**config.mk**
```make
export PLATFORM = sky130hd
export DESIGN_NAME = local_net_iface
export DESIGN_NICKNAME = d
export VERILOG_FILES = /design/src/rtl/noc_pkg.sv /design/src/rtl/ni_rx_fifo.sv /design/src/rtl/local_net_iface.sv
export SDC_FILE = /design/constraint.sdc
export NUM_CORES = 1
export LEC_CHECK = 0
export ABC_AREA = 1
export CAP_MARGIN = 25
export CELL_PAD_IN_SITES_DETAIL_PLACEMENT = 1
export CELL_PAD_IN_SITES_GLOBAL_PLACEMENT = 1
export CORE_MARGIN = 2
export CORE_UTILIZATION = 40
export CTS_BUF_LIST = sky130_fd_sc_hd__clkbuf_16
export DETAILED_ROUTE_END_ITERATION = 10
export GPL_TIMING_DRIVEN = 0
export HOLD_SLACK_MARGIN = 0.03
export PLACE_DENSITY_LB_ADDON = 0.1
export SLEW_MARGIN = 0
export SYNTH_ARGS = -nofsm -noshare
export SYNTH_HDL_FRONTEND = slang
export SYNTH_SLANG_ARGS = --single-unit
```
**constraint.sdc**
```tcl
create_clock -name clk -period 2.39 [get_ports clk]
set_clock_uncertainty 0.2 [all_clocks]
set_input_delay 0.239 -clock clk [delete_from_list [all_inputs] [get_ports clk]]
set_output_delay 0.239 -clock clk [all_outputs]
set_load 0.1 [all_outputs]
```
**src/rtl/noc_pkg.sv**
```systemverilog
// Shared NoC definitions: flit layout, address widths and X/Y coordinate
// packing helpers for the 8-bit destination field.
package noc_pkg;

    localparam int FLIT_W  = 16;
    localparam int ADDR_W  = 8;
    localparam int COORD_W = ADDR_W / 2;

    // Flit as seen on the router ports; the router routes on dest.
    typedef struct packed {
        logic [7:0] payload;
        logic [7:0] dest;
    } flit_t;

    // Build a destination address: X in the upper nibble, Y in the lower.
    function automatic logic [ADDR_W-1:0] pack_coord(
        input logic [COORD_W-1:0] x,
        input logic [COORD_W-1:0] y
    );
        return {x, y};
    endfunction

    // Extract the X coordinate from a packed destination address.
    function automatic logic [COORD_W-1:0] coord_x(input logic [ADDR_W-1:0] addr);
        return addr[ADDR_W-1:COORD_W];
    endfunction

    // Extract the Y coordinate from a packed destination address.
    function automatic logic [COORD_W-1:0] coord_y(input logic [ADDR_W-1:0] addr);
        return addr[COORD_W-1:0];
    endfunction

endpackage

```
**src/rtl/ni_rx_fifo.sv**
```systemverilog
// Synchronous FIFO buffering flits ejected from the router. A push while
// full is dropped unless a pop frees the slot in the same cycle.
module ni_rx_fifo #(
    parameter int DEPTH = 4,
    parameter int W     = 16
) (
    input  logic         clk,
    input  logic         rst,
    input  logic         i_push,
    input  logic [W-1:0] i_push_data,
    input  logic         i_pop,
    output logic [W-1:0] o_head,
    output logic         o_full,
    output logic         o_empty,
    output logic         o_overflow
);

    localparam int AW = $clog2(DEPTH);
    localparam int CW = AW + 1;
    localparam logic [AW-1:0] PTR_ONE = AW'(1);
    localparam logic [CW-1:0] CNT_MAX = CW'(DEPTH);

    logic [W-1:0]  r_mem [DEPTH];
    logic [AW-1:0] r_wr_ptr;
    logic [AW-1:0] r_rd_ptr;
    logic [CW-1:0] r_count;
    logic          w_push_eff;
    logic          w_pop_eff;

    assign o_full     = (r_count == CNT_MAX);
    assign o_empty    = (r_count == {CW{1'b0}});
    assign w_pop_eff  = i_pop & ~o_empty;
    assign w_push_eff = i_push & (~o_full | w_pop_eff);
    assign o_overflow = i_push & o_full & ~w_pop_eff;
    assign o_head     = r_mem[r_rd_ptr];

    // Storage array; contents are don't-care while empty, so no reset.
    always_ff @(posedge clk) begin
        if (w_push_eff) begin
            r_mem[r_wr_ptr] <= i_push_data;
        end
    end

    // Pointers and occupancy; pointers wrap naturally since DEPTH is 2^AW.
    always_ff @(posedge clk or posedge rst) begin
        if (rst) begin
            r_wr_ptr <= {AW{1'b0}};
            r_rd_ptr <= {AW{1'b0}};
            r_count  <= {CW{1'b0}};
        end else begin
            if (w_push_eff) begin
                r_wr_ptr <= r_wr_ptr + PTR_ONE;
            end
            if (w_pop_eff) begin
                r_rd_ptr <= r_rd_ptr + PTR_ONE;
            end
            r_count <= r_count + CW'(w_push_eff) - CW'(w_pop_eff);
        end
    end

endmodule

```
**src/rtl/local_net_iface.sv**
```systemverilog
// Network interface between a core and a router's local port.
// TX: packs {payload, dest} flits and injects them under credit flow control.
// RX: buffers ejected flits and returns one credit per flit consumed.
// Optional feature macro: LOCAL_NI_ERRCHK_EN adds the sticky err_o output.
module local_net_iface
    import noc_pkg::*;
#(
    parameter int CREDITS  = 4,
    parameter int RX_DEPTH = 4
) (
    input  logic              clk,
    input  logic              rst,
    input  logic [7:0]        core_tx_payload,
    input  logic [7:0]        core_tx_dest,
    input  logic              core_tx_valid,
    output logic              core_tx_ready,
    output logic [FLIT_W-1:0] core_rx_data,
    output logic              core_rx_valid,
    input  logic              core_rx_ready,
    output logic [FLIT_W-1:0] noc_data_o,
    output logic              noc_valid_o,
    input  logic              noc_credit_i,
    input  logic [FLIT_W-1:0] noc_data_i,
    input  logic              noc_valid_i,
    output logic              noc_credit_o
`ifdef LOCAL_NI_ERRCHK_EN
    ,
    output logic              err_o
`endif
);

    localparam logic [3:0] CRED_MAX = 4'(CREDITS);

    logic [3:0]        r_cnt;
    logic [3:0]        w_cnt_next;
    logic              r_tx_ready;
    logic [FLIT_W-1:0] r_noc_data;
    logic              r_noc_valid;
    logic              r_credit_o;
    logic              w_accept;
    logic              w_pop;
    logic              w_rx_empty;
    logic              w_rx_full;
    logic              w_rx_ovf;
    flit_t             w_tx_flit;

    assign w_accept  = core_tx_valid & r_tx_ready;
    assign w_tx_flit = '{payload: core_tx_payload, dest: core_tx_dest};

    // Credit counter next value; a credit at full count saturates.
    always_comb begin
        w_cnt_next = r_cnt;
        if (w_accept && !noc_credit_i) begin
            w_cnt_next = r_cnt - 4'd1;
        end else if (!w_accept && noc_credit_i) begin
            if (r_cnt == CRED_MAX) begin
                w_cnt_next = r_cnt;
            end else begin
                w_cnt_next = r_cnt + 4'd1;
            end
        end else begin
            w_cnt_next = r_cnt;
        end
    end

    // TX state: credit count, registered ready, and the one-cycle flit launch.
    always_ff @(posedge clk or posedge rst) begin
        if (rst) begin
            r_cnt       <= CRED_MAX;
            r_tx_ready  <= 1'b0;
            r_noc_data  <= {FLIT_W{1'b0}};
            r_noc_valid <= 1'b0;
        end else begin
            r_cnt       <= w_cnt_next;
            r_tx_ready  <= (w_cnt_next != 4'd0);
            r_noc_valid <= w_accept;
            if (w_accept) begin
                r_noc_data <= w_tx_flit;
            end
        end
    end

    assign w_pop = ~w_rx_empty & core_rx_ready;

    ni_rx_fifo #(
        .DEPTH (RX_DEPTH),
        .W     (FLIT_W)
    ) u_rx_fifo (
        .clk         (clk),
        .rst         (rst),
        .i_push      (noc_valid_i),
        .i_push_data (noc_data_i),
        .i_pop       (w_pop),
        .o_head      (core_rx_data),
        .o_full      (w_rx_full),
        .o_empty     (w_rx_empty),
        .o_overflow  (w_rx_ovf)
    );

    // Return one credit to the router the cycle after each pop.
    always_ff @(posedge clk or posedge rst) begin
        if (rst) begin
            r_credit_o <= 1'b0;
        end else begin
            r_credit_o <= w_pop;
        end
    end

`ifdef LOCAL_NI_ERRCHK_EN
    logic w_tx_ovf;
    logic r_err;
    logic w_unused_rx;

    assign w_tx_ovf    = noc_credit_i & ~w_accept & (r_cnt == CRED_MAX);
    assign w_unused_rx = w_rx_full;

    // Sticky protocol error: credit overflow or dropped RX flit.
    always_ff @(posedge clk or posedge rst) begin
        if (rst) begin
            r_err <= 1'b0;
        end else begin
            r_err <= r_err | w_tx_ovf | w_rx_ovf;
        end
    end

    assign err_o = r_err;
`else
    logic w_unused_rx;
    assign w_unused_rx = w_rx_full ^ w_rx_ovf;
`endif

    assign core_tx_ready = r_tx_ready;
    assign core_rx_valid = ~w_rx_empty;
    assign noc_data_o    = r_noc_data;
    assign noc_valid_o   = r_noc_valid;
    assign noc_credit_o  = r_credit_o;

endmodule

```
==> run summary <==
* **via count of the first global-routing pass** 2,881
* **post-layout min period** 2320 ps
* **number of H-tree levels** 3
* **crit-path leading delay family** buffers and inverters
* **Max stage delay on crit path** 1150 ps
* **number of vias after detailed routing** 2,604
* **maximum number of pins on one net before global-route repair** 21
* **Vert. Die Dim** 101 um
* **min-delay worst type** in -> async
* **area occupied by registers** 2670 um2
* **clock-pin slew on the worst setup and hold paths** 70 ps
* **net count of the mapped netlist** 373
* **max-cap viol count** 0
* **share of synthesized cell area in and, or, nand and nor gates** 0.135
* **die footprint** 10,300 um2
* **first-pass detailed-route iteration total** 4
* **initial antenna violation count** 0
* **synthesized area per cell** 11.6 um2
* **remaining design rule violation count** 0
* **total area of multi-input combinational cells** 1080 um2
* **cells taking the most area after synthesis** sky130_fd_sc_hd__edfxtp_1, sky130_fd_sc_hd__dfrtp_1, sky130_fd_sc_hd__nand2_1
* **combinational family with the most area after synthesis** simple AND/OR/NAND/NOR gates
* **synthesized-area fraction occupied by ao, oa, aoi and oai cells** 0.0761
* **remaining global-route overflow** 0
* **count of cell types in the netlist** 24
* **critical path data required time** 1950 ps
* **result of the run** completed
* **critical path endpoint category** primary output
* **vias per inst** 4.76
* **post-synthesis cell area** 3800 um2
* **CTS Root Cell** sky130_fd_sc_hd__clkbuf_16
* **number of I/O port buffers** 73
* **share of cell area taken by muxes after synthesis** 0
* **cell with the largest stage delay on the worst path** sky130_fd_sc_hd__clkdlybuf4s50_1
* **worst path buffer plus inverter count** 1
* **slew of the pin with the lowest slew margin** 995 ps
* **# Post-CTS Setup Buffers** 0
* **number of fill cells in the layout** 971
* **adder-cell area share of the yosys netlist** 0.0316
* **share of the cycle needed by the critical path after routing** 0.971
* **half-perimeter wire length after placement** 5.88 mm
* **endpoint arrival time on the critical path** 1880 ps
* **type of origin of the critical path** flop
* **Slew Limit Fails** 0
* **portion of the post-synthesis area used by sequential elements** 0.704
* **Final Wtd Congestion** 0.749
* **Clk Latency, worst-skew pair** 340 ps
* **largest driver fanout on the critical path** 3
* **number of hold violations in the final report** 0
* **number of buffers created by CTS** 9
* **CTS Sinks** 94
* **DRT antenna net count** 0
* **share of layout cells above drive strength 1** 0.187
* **Placement Rows** 35
* **initial core utilization** 0.411
* **clock buffer depth** 2
* **relative slew slack** 0.335
* **cell-by-cell trace of the critical path** clkdlybuf4s50_1
* **global router's overall resource usage** 0.185
* **Yosys warnings** 0
* **number of storage elements in the synthesis netlist** 94
* **TritonCTS clock tree** built
* **area delta synth->final** 35.5%
* **area of the core region** 9240 um2
* **Detailed Route Iter0 Violations** 52
* **largest area contributor in the netlist** sky130_fd_sc_hd__edfxtp_1
* **antenna diode count** 0
* **count of boundary I/O pins** 74
* **area share of xor/xnor cells in the synthesized design** 0.0115
* **first-pass GRT wire length** 14.2 mm
* **Setup CP Type** reg -> out
* **RSZ-0062 raised after global routing** no
* **routed wire length per instance** 16.0 um
* **top cell type's share of synthesized area** 0.506
* **die width** 101 um
* **final layout net count** 460
* **number of buffers inserted for hold repair after clock tree synthesis** 0
* **synthesized instance count** 326
* **Final setup violation count** 0
* **final core area utilization** 0.557
* **Total Wirelength** 8.73 mm
* **f_max** 0.431 GHz
==> area by class of cell <==
cell class | instances | area share
clock inverter | 6 | 0.00851
clock buffer | 10 | 0.0486
timing repair buffer | 76 | 0.150
multi-input combinational | 196 | 0.211
sequential | 94 | 0.520
inverter | 24 | 0.0175
buffer | 12 | 0.0139
tap | 129 | 0.0314
==> Yosys cell counts <==
cell                       instances
sky130_fd_sc_hd__clkbuf_1          2
sky130_fd_sc_hd__nor2_2            3
sky130_fd_sc_hd__nor2_1           43
sky130_fd_sc_hd__a21oi_2           1
sky130_fd_sc_hd__a21oi_1           2
sky130_fd_sc_hd__ha_1              8
sky130_fd_sc_hd__or2_1             1
sky130_fd_sc_hd__dfstp_2           1
sky130_fd_sc_hd__dfrtp_1          29
sky130_fd_sc_hd__o22ai_1          16
sky130_fd_sc_hd__buf_2             8
sky130_fd_sc_hd__xnor2_1           1
sky130_fd_sc_hd__edfxtp_1         64
sky130_fd_sc_hd__inv_1            21
sky130_fd_sc_hd__fa_1              1
sky130_fd_sc_hd__nand2_1          70
sky130_fd_sc_hd__inv_2             3
sky130_fd_sc_hd__buf_6             1
sky130_fd_sc_hd__buf_4             1
sky130_fd_sc_hd__o21ai_0          34
sky130_fd_sc_hd__xor2_1            4
sky130_fd_sc_hd__nand4_1           2
sky130_fd_sc_hd__nand3_1           9
sky130_fd_sc_hd__nand2_2           1
==> path summary, 6_finish.rpt <==
kind / from / end / slack, ps / cells after the start
worst max-delay path: core_tx_ready$_DFF_PP0_ / core_tx_ready / 70 / 1
worst min-delay path: rst / noc_valid_o$_DFF_PP0_ / 30 / 2
worst max register to register: u_rx_fifo.r_count[1]$_DFF_PP0_ / u_rx_fifo.r_count[2]$_DFF_PP0_ / 170 / 8
worst min register to register: noc_data_o[0]$_DFFE_PP0P_ / noc_data_o[0]$_DFFE_PP0P_ / 280 / 2
max in group asynchronous: rst / r_cnt[2]$_DFF_PP1_ / 1380 / 3
min in group clk: core_tx_payload[4] / noc_data_o[12]$_DFFE_PP0P_ / 230 / 3
==> per-stage QoR <==
stage | std cells | area, um2 | setup TNS (ps) | worst slack [ps] | hold WS (ps)
2_1_floorplan | 326 | 3900 | 0 | 275 | 129
3_3_place_gp | 528 | 4790 | -35560 | -519 | 261
3_5_place_dp | 531 | 4860 | -8670 | -515 | 272
4_1_cts | 547 | 5110 | 0 | 10.7 | 34.2
5_1_grt | 547 | 5140 | 0 | 1.22 | 87.5
6_report | 547 | 5140 | 0 | 70.0 | 31.1
==> layout by cell type (no fill, tap or decap), types with 3 or more instances in the layout <==
cell / instances
sky130_fd_sc_hd__buf_2: 7
sky130_fd_sc_hd__buf_4: 9
sky130_fd_sc_hd__buf_6: 7
sky130_fd_sc_hd__clkbuf_16: 10
sky130_fd_sc_hd__clkbuf_4: 3
sky130_fd_sc_hd__clkdlybuf4s50_1: 56
sky130_fd_sc_hd__dfrtp_1: 29
sky130_fd_sc_hd__edfxtp_1: 64
sky130_fd_sc_hd__ha_1: 8
sky130_fd_sc_hd__inv_1: 22
sky130_fd_sc_hd__inv_2: 3
sky130_fd_sc_hd__nand2_1: 69
sky130_fd_sc_hd__nand3_1: 9
sky130_fd_sc_hd__nor2_1: 38
sky130_fd_sc_hd__nor2_2: 8
sky130_fd_sc_hd__o21ai_0: 34
sky130_fd_sc_hd__o22ai_2: 16
sky130_fd_sc_hd__xor2_1: 4
==> kinds of logic after synthesis <==
| kind of cell | Yosys count |
|---|---|
| buf+inv | 36 |
| simple gates | 129 |
| compound gates | 53 |
| xor+xnor | 5 |
| fa+ha+maj | 9 |
| flops | 94 |
==> flip-flops by register name (all words and copies together) (netlist names) <==
| signal | cells |
|---|---|
| core_tx_ready | 1 |
| noc_data_o | 16 |
| u_rx_fifo.r_wr_ptr | 2 |
| u_rx_fifo.r_count | 3 |
| r_cnt | 4 |
| u_rx_fifo.r_rd_ptr | 2 |
| noc_credit_o | 1 |
| u_rx_fifo.r_mem | 64 |
| noc_valid_o | 1 |
==> metal layers <==
layer	global-route usage	vias to the layer above	share of wire
met2	0.309	71	0.49
met1	0.220	1244	0.42
met5	0	-	0
met3	0.0642	8	0.072
li1	-	1281	-
met4	0.0728	0	0.017
==> timing repair <==
action | 4_1_cts | 5_1_grt
pin swaps | 0 | 0
setup endpoints to repair | 17 | 15
hold endpoints to repair | 0 | 0
resized for setup | 98 | 13
Power is not shown: default switching activity piles up to over one toggle a cycle in this logic, so the estimate is an artifact.
